===== config.mk =====
export PLATFORM = sky130hd
export DESIGN_NAME = pc_branch_unit_flat
export DESIGN_NICKNAME = d
export VERILOG_FILES = /design/src/rtl/cpu_pkg.sv /design/src/rtl/pc_branch_unit_if.sv /design/src/rtl/branch_offset_gen.sv /design/src/rtl/pc_branch_unit.sv /design/src/flat_wrapper.sv
export SDC_FILE = /design/constraint.sdc
export NUM_CORES = 1
export LEC_CHECK = 0
export BUFFER_PORTS_ARGS = -buffer_cell sky130_fd_sc_hd__buf_2
export CAP_MARGIN = 20
export CORE_ASPECT_RATIO = 0.8
export CORE_MARGIN = 5
export CORE_UTILIZATION = 40
export CTS_BUF_LIST = sky130_fd_sc_hd__clkbuf_16
export DETAILED_ROUTE_END_ITERATION = 10
export GPL_TIMING_DRIVEN = 0
export PLACE_DENSITY = 0.57
export RECOVER_POWER = 25
export SLEW_MARGIN = 20
export SYNTH_ARGS = -nofsm -noshare
export SYNTH_HDL_FRONTEND = slang
export SYNTH_SLANG_ARGS = --single-unit

===== constraint.sdc =====
create_clock -name CLK -period 4.4 [get_ports CLK]
set_input_delay 0.22 -clock CLK [delete_from_list [all_inputs] [get_ports CLK]]
set_output_delay 0.22 -clock CLK [all_outputs]
set_load 0.005 [all_outputs]

===== src/rtl/cpu_pkg.sv =====
// Shared CPU datapath constants and the PC-stage state type.
package cpu_pkg;

  localparam int unsigned INSTR_BYTES = 4;
  localparam int unsigned WORD_SHIFT  = 2;

  typedef enum logic {
    IDLE    = 1'b0,
    PENDING = 1'b1
  } pc_state_e;

endpackage : cpu_pkg


===== src/rtl/pc_branch_unit_if.sv =====
// Branch-control inputs and PC-stage outputs between decode/ALU and the PC unit.
interface pc_branch_unit_if #(
  parameter int unsigned PC_W  = 32,
  parameter int unsigned OFF_W = 8,
  parameter int unsigned CNT_W = 16
);

  logic             STALL;
  logic             VALID;
  logic             J;
  logic             BEQ;
  logic             BNE;
  logic             BLT;
  logic             ZERO;
  logic             NEG;
  logic [OFF_W-1:0] OFFSET;

  logic [PC_W-1:0]  PC;
  logic [PC_W-1:0]  PC_INC;
  logic             TAKEN;
  logic             FLUSH;
  logic             REDIRECT_PENDING;
  logic [CNT_W-1:0] TAKEN_COUNT;

  modport master (
    output STALL, VALID, J, BEQ, BNE, BLT, ZERO, NEG, OFFSET,
    input  PC, PC_INC, TAKEN, FLUSH, REDIRECT_PENDING, TAKEN_COUNT
  );

  modport slave (
    input  STALL, VALID, J, BEQ, BNE, BLT, ZERO, NEG, OFFSET,
    output PC, PC_INC, TAKEN, FLUSH, REDIRECT_PENDING, TAKEN_COUNT
  );

endinterface : pc_branch_unit_if


===== src/rtl/branch_offset_gen.sv =====
// Turns a signed instruction-count offset into a PC_W-wide byte offset.
module branch_offset_gen
  import cpu_pkg::*;
#(
  parameter int unsigned PC_W  = 32,
  parameter int unsigned OFF_W = 8
) (
  input  logic [OFF_W-1:0] offset_i,
  output logic [PC_W-1:0]  byte_off_c_o
);

  logic [PC_W-1:0] sext_c;

  assign sext_c       = {{(PC_W - OFF_W){offset_i[OFF_W-1]}}, offset_i};
  assign byte_off_c_o = sext_c << WORD_SHIFT;

endmodule : branch_offset_gen


===== src/rtl/pc_branch_unit.sv =====
// Registered PC stage: branch resolution, stall-held redirect, flush pulse, taken counter.
module pc_branch_unit
  import cpu_pkg::*;
#(
  parameter int unsigned     PC_W     = 32,
  parameter int unsigned     OFF_W    = 8,
  parameter logic [PC_W-1:0] RESET_PC = '0,
  parameter int unsigned     CNT_W    = 16
) (
  input logic              CLK,
  input logic              RESET,
  pc_branch_unit_if.slave  bus
);

  pc_state_e        state_q, state_d;
  logic [PC_W-1:0]  pc_q, pc_d;
  logic [PC_W-1:0]  pend_q, pend_d;
  logic             flush_q, flush_d;
  logic [CNT_W-1:0] cnt_q, cnt_d;

  logic [PC_W-1:0]  byte_off_c;
  logic [PC_W-1:0]  seq_pc_c;
  logic [PC_W-1:0]  target_c;
  logic             take_c;

  branch_offset_gen #(
    .PC_W  (PC_W),
    .OFF_W (OFF_W)
  ) u_off (
    .offset_i     (bus.OFFSET),
    .byte_off_c_o (byte_off_c)
  );

  // Branch decision is masked while a redirect is already parked.
  assign take_c   = (state_q == IDLE) & bus.VALID &
                    (bus.J | (bus.BEQ & bus.ZERO) | (bus.BNE & ~bus.ZERO) | (bus.BLT & bus.NEG));
  assign seq_pc_c = pc_q + PC_W'(INSTR_BYTES);
  assign target_c = seq_pc_c + byte_off_c;

  always_comb begin
    state_d = state_q;
    pc_d    = pc_q;
    pend_d  = pend_q;
    flush_d = 1'b0;
    cnt_d   = cnt_q;
    case (state_q)
      IDLE: begin
        // Count at acceptance so a parked redirect is never counted twice.
        if (take_c && (cnt_q != {CNT_W{1'b1}})) begin
          cnt_d = cnt_q + CNT_W'(1);
        end
        if (!bus.STALL) begin
          pc_d    = take_c ? target_c : seq_pc_c;
          flush_d = take_c;
        end else if (take_c) begin
          pend_d  = target_c;
          state_d = PENDING;
        end
      end
      PENDING: begin
        if (!bus.STALL) begin
          pc_d    = pend_q;
          flush_d = 1'b1;
          state_d = IDLE;
        end
      end
      default: state_d = IDLE;
    endcase
  end

  always_ff @(posedge CLK) begin
    if (!RESET) begin
      state_q <= IDLE;
      pc_q    <= RESET_PC;
      pend_q  <= '0;
      flush_q <= 1'b0;
      cnt_q   <= '0;
    end else begin
      state_q <= state_d;
      pc_q    <= pc_d;
      pend_q  <= pend_d;
      flush_q <= flush_d;
      cnt_q   <= cnt_d;
    end
  end

  assign bus.PC               = pc_q;
  assign bus.PC_INC           = take_c ? byte_off_c : '0;
  assign bus.TAKEN            = take_c;
  assign bus.FLUSH            = flush_q;
  assign bus.REDIRECT_PENDING = (state_q == PENDING);
  assign bus.TAKEN_COUNT      = cnt_q;

endmodule : pc_branch_unit


===== src/flat_wrapper.sv =====
// flat-port wrapper written by rule: the top's interface ports become plain ports
module pc_branch_unit_flat import cpu_pkg::*;
#(
  parameter int unsigned     PC_W     = 32,
  parameter int unsigned     OFF_W    = 8,
  parameter logic [PC_W-1:0] RESET_PC = '0,
  parameter int unsigned     CNT_W    = 16
)
  (CLK, RESET, bus_STALL, bus_VALID, bus_J, bus_BEQ, bus_BNE, bus_BLT, bus_ZERO, bus_NEG, bus_OFFSET, bus_PC, bus_PC_INC, bus_TAKEN, bus_FLUSH, bus_REDIRECT_PENDING, bus_TAKEN_COUNT);
  pc_branch_unit_if #(.PC_W(PC_W), .OFF_W(OFF_W), .CNT_W(CNT_W)) bus_i ();
  input logic CLK;
  input logic RESET;
  input wire logic [$bits(bus_i.STALL)-1:0] bus_STALL;
  input wire logic [$bits(bus_i.VALID)-1:0] bus_VALID;
  input wire logic [$bits(bus_i.J)-1:0] bus_J;
  input wire logic [$bits(bus_i.BEQ)-1:0] bus_BEQ;
  input wire logic [$bits(bus_i.BNE)-1:0] bus_BNE;
  input wire logic [$bits(bus_i.BLT)-1:0] bus_BLT;
  input wire logic [$bits(bus_i.ZERO)-1:0] bus_ZERO;
  input wire logic [$bits(bus_i.NEG)-1:0] bus_NEG;
  input wire logic [$bits(bus_i.OFFSET)-1:0] bus_OFFSET;
  output wire logic [$bits(bus_i.PC)-1:0] bus_PC;
  output wire logic [$bits(bus_i.PC_INC)-1:0] bus_PC_INC;
  output wire logic [$bits(bus_i.TAKEN)-1:0] bus_TAKEN;
  output wire logic [$bits(bus_i.FLUSH)-1:0] bus_FLUSH;
  output wire logic [$bits(bus_i.REDIRECT_PENDING)-1:0] bus_REDIRECT_PENDING;
  output wire logic [$bits(bus_i.TAKEN_COUNT)-1:0] bus_TAKEN_COUNT;
  assign bus_i.STALL = bus_STALL;
  assign bus_i.VALID = bus_VALID;
  assign bus_i.J = bus_J;
  assign bus_i.BEQ = bus_BEQ;
  assign bus_i.BNE = bus_BNE;
  assign bus_i.BLT = bus_BLT;
  assign bus_i.ZERO = bus_ZERO;
  assign bus_i.NEG = bus_NEG;
  assign bus_i.OFFSET = bus_OFFSET;
  assign bus_PC = bus_i.PC;
  assign bus_PC_INC = bus_i.PC_INC;
  assign bus_TAKEN = bus_i.TAKEN;
  assign bus_FLUSH = bus_i.FLUSH;
  assign bus_REDIRECT_PENDING = bus_i.REDIRECT_PENDING;
  assign bus_TAKEN_COUNT = bus_i.TAKEN_COUNT;
  pc_branch_unit #(.PC_W(PC_W), .OFF_W(OFF_W), .RESET_PC(RESET_PC), .CNT_W(CNT_W)) u_core (.CLK(CLK), .RESET(RESET), .bus(bus_i));
endmodule

# Word-level counts from Yosys, hierarchy flattened

Cells that the tools add are included.

Flip-flop bits (word level): 82
Input port bits: 18
Word-level logic and storage cells: 37

$add $sub $neg: 3
Equality and inequality tests: 3
Multiplexer cells: 12
Bitwise gates (word level): 10
Reduce and logical (&&, ||, !) cells: 4

Operator list:

| operator                                      | number |
|---|---|
| 2-to-1 mux 32 bit                             | 4 |
| one-hot mux 32 bit (2 select lines)           | 1 |
| adder 32 x 3 -> 32 bit, second input constant | 1 |
| adder 32 bit                                  | 1 |
| adder 16 x 1 -> 16 bit, second input constant | 1 |
| inequality test 16 bit, second input constant | 1 |
| bitwise AND 1 bit                             | 5 |
| 2-to-1 mux 1 bit                              | 5 |
| inequality test 2 bit, second input constant  | 2 |
| one-hot mux 1 bit (2 select lines)            | 2 |
| AND reduction 2 bit                           | 2 |
| OR 1 bit                                      | 3 |
| AND reduction 3 bit                           | 1 |
| NOT 1 bit                                     | 2 |
| logical AND 1 bit                             | 1 |

# Longest topological paths before layout

Gate-level depths: netlist of run 1.

Word-level depth: 8
Gate-level depth with buffers: 15
Mapped depth without buffers: 14

# Cells and area by module

From an unflattened synthesis of run 1, not the netlist that was laid out.

Cells, all modules: 831
Area total of the unflattened synthesis: 6,344.8 um^2

By module, submodules not included:

| module            | instances | cells each | area each (um^2) | seq. area each (um^2) |
|---|---|---|---|---|
| pc_branch_unit    | 1         | 798        | 6,100.9          | 1,641.6 |
| branch_offset_gen | 1         | 33         | 244.0            | 0.0 |

# Worst setup path after synthesis of run 1

No wires, ideal clock.

Kind: reg-to-reg
Start: register u_core.pc_q[10] (netlist: u_core.bus.PC[10])
End: register u_core.pend_q[30]
Arrival: 3.181 ns
Required time: 4.285 ns
Setup slack: 1.104 ns
Stages on the path, launching flop included: 16
Clock period less this slack: 3.296 ns
Cell sequence: dfxtp_1 > and4_2 > nand4_4 > nor2_1 > nand4_1 > xnor2_1 > ha_1 > clkbuf_1 > nand4_1 > nor2_1 > a221oi_2 > nand3_2 > a221oi_2 > xor2_1 > o21ai_0 > and2_1

Longest elaborated chain between the ends: 2

Ends and longest elaborated chain:

| item                   | line                 | text |
|---|---|---|
| start, declared        | pc_branch_unit.sv:16 | `logic [PC_W-1:0] pc_q, pc_d;` |
| start signal, assigned | pc_branch_unit.sv:80 | `pc_q <= pc_d;` |
| adder 32 x 3 -> 32 bit | pc_branch_unit.sv:37 | `assign seq_pc_c = pc_q + PC_W'(INSTR_BYTES);` |
| adder 32 bit           | pc_branch_unit.sv:38 | `assign target_c = seq_pc_c + byte_off_c;` |
| end signal, assigned   | pc_branch_unit.sv:81 | `pend_q <= pend_d;` |
| end, declared          | pc_branch_unit.sv:17 | `logic [PC_W-1:0] pend_q, pend_d;` |

No other way between the ends.
A chain may end at the register's enable or synchronous reset.

# Worst setup path in the final report of run 1

Start: register u_core.pc_q[4] (netlist: u_core.bus.PC[4])
End: register u_core.pc_q[31] (netlist: u_core.bus.PC[31])

Longest elaborated chain between the ends: 5

Ends and longest elaborated chain:

| item                                  | line                 | text |
|---|---|---|
| adder 32 x 3 -> 32 bit *              | pc_branch_unit.sv:37 |  |
| adder 32 bit                          | pc_branch_unit.sv:38 |  |
| 2-to-1 mux 32 bit *                   | pc_branch_unit.sv:53 | `pc_d = take_c ? target_c : seq_pc_c;` |
| 2-to-1 mux 32 bit *                   | pc_branch_unit.sv:52 | `if (!bus.STALL) begin` |
| one-hot mux 32 bit (2 select lines) * | pc_branch_unit.sv:46 | `case (state_q)` |

Mark *: on every way between the ends. The rest lies on a longest branch, timed or not. The select of a mux whose other input is x is not followed.

==> results of run 1 <==
-- final cells by class --
type | instances | area, sq um
plain buffers | 69 | 374
clock buffers | 9 | 225
clock inverters | 6 | 52.6
fillers | 1654 | 8280
inverters | 26 | 103
multi-input cells | 658 | 4240
flip-flops and latches | 82 | 1640
well taps | 215 | 269
repair buffers | 98 | 464
-- logic make-up (layout without fill, tap and decap cells) --
logic type,Yosys count,in the layout,share of synthesized area [%]
AO/OA/AOI/OAI,221,221,22.3
XOR/XNOR,64,64,8.86
adder cells (fa/ha/maj),39,39,7.83
buffers and inverters,96,208,7.59
flip-flops,82,82,25.9
multiplexers,12,12,1.92
other,1,2,0.0593
AND/OR/NAND/NOR,320,320,25.5
-- registers in the layout, summed over array words and instances, names as in the netlist --
register                     flops
u_core.bus.PC                   32
u_core.bus.TAKEN_COUNT          16
u_core.bus.REDIRECT_PENDING      1
u_core.bus.FLUSH                 1
u_core.pend_q                   32
-- per-stage QoR --
step                      total power (W)  hold WS, ns  instances  utilization [%]  cell area (sq um)
after global routing              0.00236        0.306       1163             47.1               7370
after CTS                         0.00224        0.270       1163             47.1               7370
final                             0.00224        0.306       1163             47.1               7370
after floorplan                   0.00129        0.392        836                -               6330
after detailed placement          0.00152        0.447       1148             45.3               7090
after global placement            0.00152        0.443       1148             45.3               7090
-- synthesized netlist by cell type (12+ instances only) --
cell,instances,area (sq um)
a211oi_1,12,90.1
a21oi_1,76,380
and3_1,18,113
buf_4,26,195
clkbuf_1,36,135
dfxtp_1,82,1640
ha_1,38,475
inv_1,25,93.8
nand2_1,89,334
nand3_1,36,180
nand4_1,24,150
nor2_1,72,270
nor3_1,25,125
o21ai_0,47,235
xnor2_1,36,315
xor2_1,28,245
-- power by group through the flow --
stage	Combinational, W	Sequential (W)	Clock (W)
2_1_floorplan	0.000447	0.000848	0
3_3_place_gp	0.000654	0.000861	0
3_5_place_dp	0.000654	0.000862	0
6_report	0.000664	0.000847	0.000732
4_1_cts	0.000656	0.000845	0.000743
5_1_grt	0.000732	0.000854	0.000772
-- metal layers --
metal / GRT usage (%) / routed length (um) / up-vias / part of all wire (%)
met5: 0 / 0 / - / 0
met4: 4.59 / 247 / 0 / 1.1
met3: 5.02 / 1940 / 14 / 8.7
met2: 36.3 / 9440 / 267 / 42
met1: 35.3 / 10700 / 3046 / 48
li1: - / - / 3189 / -
-- how the worst min path moves through the flow --
| stage | startpoint | to | cells after the start |
|---|---|---|---|
| after floorplan | RESET | u_core.pend_q[27] | 2 |
| after global placement | u_core.pend_q[1] | u_core.pend_q[1] | 2 |
| after detailed placement | u_core.pend_q[6] | u_core.pend_q[6] | 2 |
| after CTS | RESET | u_core.pend_q[27] | 3 |
| after global routing | RESET | u_core.pend_q[27] | 3 |
| final | RESET | u_core.pend_q[27] | 3 |
-- placed cells by master, fill, tap and decap left out, types with 36 or more instances in the layout --
master	count
a21oi_1	76
buf_2	76
clkbuf_1	58
dfxtp_1	82
ha_1	37
nand2_1	89
nand3_1	36
nor2_1	71
o21ai_0	47
xnor2_1	36
-- repair_timing --
item / 4_1_cts / 5_1_grt
setup buffers: 0 / 1
cloned: 0 / 0
setup endpoints to repair: 1 / 13
hold buffers: 0 / 0
gates resized for setup: 1 / 5
-- critical path: cells and delay by family, from the launching register on --
| kind | cells | cell delay [ns] |
|---|---|---|
| flip-flops | 1 | 0.44 |
| AO/OA/AOI/OAI | 7 | 1.58 |
| AND/OR/NAND/NOR | 4 | 1.15 |
| XOR/XNOR | 2 | 0.55 |
| adder cells (fa/ha/maj) | 1 | 0.36 |
==> results by group, run 1 <==
Placed design
  – # port buffers: 97
  – Place WS: between 0.01 and 0.015 ns
  – GP Congestion: approximately 0.9
  – Post-DP HPWL: 16,900 um

Timing
  – Endpoints failing setup: 0
  – Fin crit period: 4.25 ns
  – Worst Skew: approximately 0.009 ns
  – Fin Setup TNS: 0 ns
  – Worst-margin pin slew: about 0.79 ns
  – Final hold vios: 0
  – Slack of the critical path: approximately 0.15 ns
  – Tcrit/Tclk final: between 90% and 100%
  – Fmax: 236 MHz
  – Relative slew margins: between 40% and 50%
  – Count of pins over their slew limit: 0

Global routing
  – First-pass GRT wire length: ~34,000 um
  – Vias in the first global route: about 5,800
  – Largest net degree at the start of global routing: 31
  – Initial antenna violation count: 0
  – Total gr overflow: 0
  – Total GRT Usage: 23.9%

Setup path
  – Arr. time, crit path: 4.44 ns
  – End of the worst register-to-register path: u_core.bus.PC[31]
  – Critical path, cell by cell: and4_2 -> and2_1 -> nand3_1 -> nor4_2 -> xor2_1 -> ha_1 -> a21oi_1 -> o21a_1 -> o221ai_1 -> a21oi_1 -> o21ai_1 -> a221oi_2 -> xor2_1 -> o22ai_1
  – WS Path Type: reg -> reg
  – Slowest CP cell: nor4_2
  – Reg2reg setup slack: 0.15 ns
  – Worst R2R Path Depth: 14
  – Crit path required time: between 4 and 5 ns
  – Crit. End Element: flip-flop
  – Slowest stage delay, CP: approximately 0.46 ns
  – End of the critical path: u_core.bus.PC[31]
  – Worst-path maximum fanout: 7
  – CP Launch Point: u_core.bus.PC[4]
  – Kind of start point of the critical path: flip-flop
  – Reg-to-reg critical path startpoint: u_core.bus.PC[4]

Power and ir drop
  – Logic pwr share: between 20% and 30%
  – Register share of total power: between 30% and 40%
  – Peak supply drop: ~160 uV
  – Sw frac: 34.5%
  – P_sw: between 0.0007 and 0.0008 W
  – Clk pwr share: about a third
  – Internal power: 0.00147 W
  – Lkg Pwr: slightly above 3 nW
  – Pwr/cell area: just over 300 nW/um^2

Clock tree
  – Clk root buf: clkbuf_16
  – Worst-path clk slew: around 0.06 ns
  – Worst-skew pair later-pin latency: between 0.3 and 0.4 ns
  – Maximum root-to-sink buffer count: 2
  – CTS Sinks: 82
  – CTS tree: built
  – CTS H-tree lvls: 3
  – Num CTS Buffers: 9

Floorplanning
  – Core area: roughly 16,000 sq um
  – # IOs: 101
  – Initial Util: 40.4%
  – Die area: about 18,000 sq um
  – Die H: roughly 120 um
  – Die X-Extent: ~150 um
  – # rows: 41

Yosys
  – Post-Syn Area: about 6300 sq um
  – Post-synth EDFFs: 0
  – Mapped Avg Cell Area: approximately 7.6 sq um
  – Flops & latches, synth: 82
  – Top_reg_cell synth: dfxtp_1
  – Synth warnings: 0
  – Post-Synthesis Cells: between 800 and 900
  – Sequential element share of the synthesized area: about a quarter
  – Cell variety after synth: about 70
  – Post-synth ARST share: 0%

Routing
  – Drt drc: 0
  – Routed WL: 22,300 um
  – Final ANT Viol Nets: 0
  – DR iter-0 viols: about 580
  – Vias: 6,516
  – Via-per-instance ratio: between 5 and 6
  – WL/cell: roughly 19 um
  – DR pass1 iterations: 6

Flow run
  – Max-cap violations: 0

Layout
  – Ant. Diodes: 0
  – P&R area growth vs syn: 16.4%
  – Final nets: about 1,000
  – Share of cells above drive strength 1: between 15 and 20%

Run status
  – Status: finished, final reports clean

Hold path
  – Hold crit path type: in -> reg
No activity file was read; power rests on OpenSTA's default activity.
==> inputs of run 2 (changes only) <==
--- a/config.mk
+++ b/config.mk
@@ -7,7 +7,7 @@
 export LEC_CHECK = 0
 export BUFFER_PORTS_ARGS = -buffer_cell sky130_fd_sc_hd__buf_2
 export CAP_MARGIN = 20
-export CORE_ASPECT_RATIO = 0.8
+export CORE_ASPECT_RATIO = 0.75
 export CORE_MARGIN = 5
 export CORE_UTILIZATION = 40
 export CTS_BUF_LIST = sky130_fd_sc_hd__clkbuf_16
==> run 2 against run 1 <==
Compared with the run above:
- critical path depth unchanged
- worst hold slack improved by 0.015 ns
- clock-buffer cell count unchanged
- maximum frequency decreased by 0.34%
- wire length increased by 1.1%
- non-clock buffer count decreased by 1
- power increased by 2.3%
- worst setup slack got worse by 0.014 ns
- flip-flop and latch count unchanged
- design area about the same
- clock power increased by 6.4%
- clock skew increased by 0.0029 ns
==> results by group, run 2 (synthesized netlist as in run 1, its figures left out) <==
Run status
  – Status: finished, final reports clean

Hold path
  – Hold crit path type: in -> reg
  – Hold_sp: RESET
  – Hold depth: 4 (+1)
  – Hold EP: u_core.pend_q[21]

Global routing
  – First-pass GRT wire length: 34,500 um (+1.3%)
  – Initial antenna violation count: 0 (unchanged)
  – Largest net degree at the start of global routing: 31 (unchanged)
  – Total GRT Usage: 23.5% (-0.46 points)
  – Total gr overflow: 0 (unchanged)
  – Vias in the first global route: 5,850 (+1.2%)

Setup path
  – Crit path required time: 4.59 ns (about the same)
  – Kind of start point of the critical path: flip-flop
  – Crit-path leading delay family: compound AO/OA/AOI/OAI gates
  – Worst-path maximum fanout: 7 (unchanged)
  – Slowest CP cell: dfxtp_1
  – Crit. End Element: flip-flop
  – Reg-to-reg critical path startpoint: u_core.bus.PC[4]
  – End of the worst register-to-register path: u_core.bus.PC[31]
  – Critical path, cell by cell: and4_2 -> and2_1 -> nand3_1 -> nor4_4 -> xor2_1 -> ha_1 -> a21oi_1 -> o21a_1 -> o221ai_1 -> a21oi_1 -> o21ai_1 -> a221oi_2 -> xor2_1 -> o22ai_1
  – WP buf/inv: 0 (unchanged)
  – Slowest stage delay, CP: 0.44 ns (-0.02 ns)
  – Worst R2R Path Depth: 14 (unchanged)
  – WS Path Type: reg -> reg
  – Arr. time, crit path: 4.45 ns (about the same)
  – Reg2reg setup slack: 0.14 ns (about the same)

Power and ir drop
  – Lkg Pwr: 3.10 nW (about the same)
  – Pwr/cell area: 312 nW/um^2 (+2.3%)
  – Peak supply drop: 233 uV (+44%)

Routing
  – Drt drc: 0 (unchanged)
  – DR iter-0 viols: 657 (+14%)
  – DR pass1 iterations: 6 (unchanged)
  – Vias: 6,568 (+0.80%)
  – Final ANT Viol Nets: 0 (unchanged)
  – Via-per-instance ratio: 5.70 (+1.8%)
  – WL/cell: 19.6 um (+2.0%)
  – Routed WL: 22,500 um (+1.1%)

Clock tree
  – Clk root buf: clkbuf_16
  – Maximum root-to-sink buffer count: 2 (unchanged)
  – CTS tree: built
  – Num CTS Buffers: 9 (unchanged)
  – CTS resizes: 1 (unchanged)
  – Worst-path clk slew: 0.06 ns (about the same)
  – Worst-skew pair later-pin latency: 0.34 ns (about the same)
  – CTS Sinks: 82 (unchanged)
  – Postcts setup bufs: 0 (unchanged)
  – CTS H-tree lvls: 3 (unchanged)
  – Post-CTS Hold Buffers: 0 (unchanged)

Timing
  – RSZ-0062 raised after global routing: no
  – Fmax: 235 MHz (-0.34%)
  – Slack of the critical path: 0.140 ns (-0.0145 ns)
  – Fin crit period: 4.26 ns (+0.0145 ns)
  – Fin Setup TNS: 0 ns (unchanged)
  – Hold slack: 0.321 ns (+0.0149 ns)
  – Relative slew margins: 48.5% (+0.80 points)
  – Final hold vios: 0 (unchanged)
  – Worst-margin pin slew: 0.770 ns (-0.0148 ns)
  – Count of pins over their slew limit: 0 (unchanged)
  – Tcrit/Tclk final: 96.8% (+0.33 points)
  – Endpoints failing setup: 0 (unchanged)
  – Worst Skew: 0.0122 ns (+0.00292 ns)

Placed design
  – Post-DP HPWL: 17,200 um (+1.6%)
  – DP Area: 7070 sq um (-0.18%)
  – # port buffers: 97 (unchanged)
  – GP Congestion: 0.918 (+1.6%)
  – Place WS: 0.0204 ns (+0.0103 ns)

Floorplanning
  – Initial Util: 41.2% (+0.72 points)
  – Die H: 119 um (-2.9%)
  – # IOs: 101 (unchanged)
  – Die area: 18,500 sq um (about the same)
  – Core area: 15,400 sq um (-1.8%)
  – # rows: 39 (-4.9%)
  – Die X-Extent: 155 um (+3.1%)

Layout
  – Most frequent cells in the layout: nand2_1, dfxtp_1, a21oi_1
  – Final core occ: 47.9% (+0.86 points)
  – P&R area growth vs syn: 16.5% (about the same)
  – Share of cells above drive strength 1: 15.1% (-0.074 points)
  – Final nets: 1,000 (-0.10%)
  – Commonest non-fill, non-tap cell in the layout: nand2_1
  – Finished Cell Area: 7370 sq um (about the same)

Flow run
  – Max-cap violations: 0 (unchanged)
==> run 2: cell types whose count changed in the layout (fill, tap and decap cells not counted), sizes merged <==
| cell | before | now |
|---|---|---|
| bufinv | 1 | 2 |
| diode | 0 | 1 |
| clkinv | 2 | 3 |
| clkinvlp | 1 | 0 |
| buf | 107 | 106 |
| inv | 28 | 26 |
==> run 2: through the flow <==
stage               total power (W)  std cells
floorplan                   0.00129        836
global placement            0.00152       1138
detailed placement          0.00152       1138
CTS                         0.00229       1152
global route                0.00241       1151
finish                      0.00230       1152
==> run 2: area by class of cell <==
class	instances	area [sq um]
tap	205	256
multi-input combinational	658	4240
antenna	1	2.50
clock buffer	9	225
buffer	69	375
fill	1614	8000
clock inverter	5	72.6
inverter	26	103
sequential	82	1640
timing repair buffer	97	454
==> run 2: worst max-delay path by stage <==
stage | startpoint | cells after the start | slack (ns) | to
after floorplan | u_core.bus.PC[10] | 15 | 1.10 | u_core.pend_q[30]
after global placement | u_core.bus.PC[2] | 15 | 0.02 | u_core.pend_q[24]
after detailed placement | u_core.bus.PC[2] | 15 | 0.02 | u_core.pend_q[30]
after CTS | u_core.bus.PC[2] | 13 | 0.06 | u_core.bus.PC[31]
after global routing | u_core.bus.PC[4] | 14 | 0.03 | u_core.bus.PC[31]
final | u_core.bus.PC[4] | 14 | 0.14 | u_core.bus.PC[31]
==> run 2: metal layers <==
layer  vias up  wire length [um]  GRT usage [%]
met1      3056             11000           36.0
met4         0               338           3.88
met2       290              9010           33.2
met5         -                 0              0
li1       3192                 -              -
met3        30              2190           6.27
==> run 2: report_power, final <==
group / internal [W] / switching, W
combinational: 0.000250 / 0.000419
clock: 0.000486 / 0.000294
sequential: 0.000790 / 0.0000567
==> run 2: tightest hold or removal path, stage by stage <==
cell,delay [ns]
buf_2,0.12
inv_1,0.06
or3_1,0.12
o211ai_1,0.08
==> inputs of run 3 (changes only) <==
--- a/config.mk
+++ b/config.mk
@@ -18,4 +18,5 @@
 export SLEW_MARGIN = 20
 export SYNTH_ARGS = -nofsm -noshare
 export SYNTH_HDL_FRONTEND = slang
+export SYNTH_HIERARCHICAL = 1
 export SYNTH_SLANG_ARGS = --single-unit
==> run 3 against run 2 <==
Compared with the run above:
- first-iteration DRC count increased by 7.0%
- utilization decreased by 0.31 points
- clock power decreased by 4.0%
- worst setup slack improved by 0.042 ns
- largest power group unchanged
- die area increased by 0.26%
==> results by group, run 3 <==
Clock tree
  – Maximum root-to-sink buffer count: 2 (unchanged)
  – CTS Sinks: 82 (unchanged)
  – Clk root buf: clkbuf_16
  – Num CTS Buffers: 9 (unchanged)
  – Worst-path clk slew: 0.06 ns (about the same)
  – CTS tree: built
  – CTS H-tree lvls: 3 (unchanged)
  – Worst-skew pair later-pin latency: 0.34 ns (about the same)

Yosys
  – Top_reg_cell synth: dfxtp_1
  – Most frequent cells after synthesis: nand2_1, nor2_1, dfxtp_1
  – Post-Synthesis Cells: 831 (-0.48%)
  – Synth warnings: 6 (+6)
  – Area contributors post-synth: dfxtp_1, ha_1, xnor2_1
  – Post-synth ARST share: 0% (unchanged)
  – Leading area contributor after synthesis: dfxtp_1
  – Flops & latches, synth: 82 (unchanged)
  – Post-Syn Area: 6340 sq um (+0.28%)
  – Cell variety after synth: 74 (+4.2%)
  – Sequential element share of the synthesized area: 25.9% (-0.072 points)
  – Post-synth EDFFs: 0 (unchanged)
  – Mapped Avg Cell Area: 7.64 sq um (+0.76%)
  – Area fraction of the dominant cell type after synthesis: 25.9% (-0.072 points)
  – Most numerous cell in the Yosys netlist: nand2_1

Layout
  – Commonest non-fill, non-tap cell in the layout: nand2_1
  – P&R area growth vs syn: 15.8%
  – Final nets: 992 (-0.80%)
  – Most frequent cells in the layout: nand2_1, nor2_1, dfxtp_1
  – Share of cells above drive strength 1: 16.2% (+1.1 points)
  – Ant. Diodes: 0 (-1)

Timing
  – Final hold vios: 0 (unchanged)
  – Worst-margin pin slew: 1.11 ns (+0.335 ns)
  – Count of pins over their slew limit: 0 (unchanged)
  – Worst Skew: 0.00585 ns (-0.00635 ns)
  – Hold slack: 0.295 ns (-0.0255 ns)
  – Fin crit period: 4.22 ns (-0.0419 ns)
  – Relative slew margins: 25.9% (-23 points)
  – Fmax: 237 MHz (+0.99%)
  – Fin Setup TNS: 0 ns (unchanged)
  – Endpoints failing setup: 0 (unchanged)
  – Tcrit/Tclk final: 95.9% (-0.95 points)
  – Slack of the critical path: 0.182 ns (+0.0419 ns)

Global routing
  – Largest net degree at the start of global routing: 24 (-23%)
  – GRT busiest layer: met1
  – Total gr overflow: 0 (unchanged)
  – Initial antenna violation count: 0 (unchanged)
  – Met2 GRT Util: 33.5% (+0.29 points)
  – Total GRT Usage: 23.3% (-0.19 points)
  – Vias in the first global route: 5,870 (+0.34%)
  – GR Layer Usage met3: 3.34% (-2.9 points)
  – M1 GR Usage: 36.5% (+0.49 points)
  – First-pass GRT wire length: 33,900 um (-1.5%)

Setup path
  – Kind of start point of the critical path: flip-flop
  – WS Path Type: reg -> reg
  – Critical path, cell by cell: and4_4 -> nand3_2 -> and2b_1 -> nand2_1 -> xnor2_2 -> ha_1 -> clkbuf_1 -> a21o_1 -> a211oi_1 -> nor2b_1 -> a31oi_1 -> a221oi_2 -> buf_4 -> xor2_1 -> o211ai_1 -> o2111a_1
  – Slowest stage delay, CP: 0.47 ns (+0.03 ns)
  – Arr. time, crit path: 4.45 ns (about the same)
  – Crit path required time: 4.63 ns (+0.04 ns)
  – Worst-path maximum fanout: 7 (unchanged)
  – Crit. End Element: flip-flop
  – Slowest CP cell: dfxtp_1

Hold path
  – Hold crit path type: in -> reg

Floorplanning
  – # IOs: 101 (unchanged)
  – Core area: 15,400 sq um (+0.32%)
  – Initial Util: 41.1% (about the same)
  – # rows: 39 (unchanged)
  – Die area: 18,500 sq um (+0.26%)
  – Die X-Extent: 155 um (+0.13%)
  – Die H: 119 um (+0.13%)

Placed design
  – Place WS: 0.109 ns (+0.0881 ns)
  – Post-DP HPWL: 16,600 um (-3.3%)
  – # port buffers: 89 (-8.2%)
  – GP Congestion: 0.862 (-6.1%)

Routing
  – DR iter-0 viols: 703 (+7.0%)
  – WL/cell: 19.3 um (-1.4%)
  – Routed WL: 22,100 um (-2.1%)
  – DR pass1 iterations: 5 (-1)
  – Final ANT Viol Nets: 0 (unchanged)
  – Via-per-instance ratio: 5.64 (-0.99%)
  – Vias: 6,452 (-1.8%)
  – Drt drc: 0 (unchanged)

Flow run
  – Max-cap violations: 0 (unchanged)

Power and ir drop
  – Pwr/cell area: 314 nW/um^2 (+0.75%)
  – Final Power: 0.00231 W (+0.43%)
  – Peak supply drop: 181 uV (-22%)
  – Lkg Pwr: 3.26 nW (+5.4%)

Run status
  – Status: finished, final reports clean
## run 3: where the power goes
group          total [W]  internal [W]  switching, W
logic           0.000706      0.000285      0.000422
clock network   0.000748      0.000433      0.000315
registers       0.000851      0.000795     0.0000569
total            0.00231       0.00151      0.000793
## run 3: worst paths after layout
check,end,slack (ns),from,cells after the start
worst max-delay path,u_core/bus.PC[24],0.18,u_core/bus.PC[8],16
worst min-delay path,u_core/bus.TAKEN_COUNT[12],0.30,RESET,3
worst max register to register,u_core/bus.PC[24],0.18,u_core/bus.PC[8],16
worst min register to register,u_core/pend_q[13],0.45,u_core/pend_q[13],2
## run 3: logic make-up after synthesis
logic type      after synthesis  share of synthesized area (%)
simple gates                320                           24.6
compound gates              208                           21.4
buf+inv                      93                           7.53
flops                        82                           25.9
xor+xnor                     67                           9.25
fa+ha+maj                    41                           8.20
mux                          19                           3.10
other cells                   1                         0.0591
## run 3: what timing repair did
action,4_1_cts,5_1_grt
hold buffers,0,0
gates resized for setup,0,8
setup endpoints to repair,0,6
setup buffers,0,1
## run 3: metrics by stage
step                util [%]  std cells  area (sq um)
floorplan                  -        832          6350
global placement        45.7       1126          7050
detailed placement      45.7       1126          7050
CTS                     47.6       1142          7340
global route            47.6       1143          7350
finish                  47.6       1143          7350
## run 3: final cells by class
class	count	area, sq um
fill	1613	8070
multi-input combinational	657	4250
sequential	82	1650
timing repair buffer	90	433
buffer	75	410
tap	205	256
clock buffer	9	225
inverter	18	67.6
clock inverter	7	61.3
## run 3: per-layer routing
layer  vias to the layer above  share of wire [%]
li1                       3142                  -
met1                      3015                 50
met2                       278                 41
met3                        17                7.8
met4                         0               0.80
met5                         -                  0
## run 3: worst max-delay path, delay by kind of cell (launching register included)
kind	cells	cell delay, ns
AND/OR/NAND/NOR	5	1.15
adder cells (fa/ha/maj)	1	0.26
XOR/XNOR	2	0.46
buffers and inverters	2	0.37
AO/OA/AOI/OAI	6	1.41
flip-flops	1	0.47
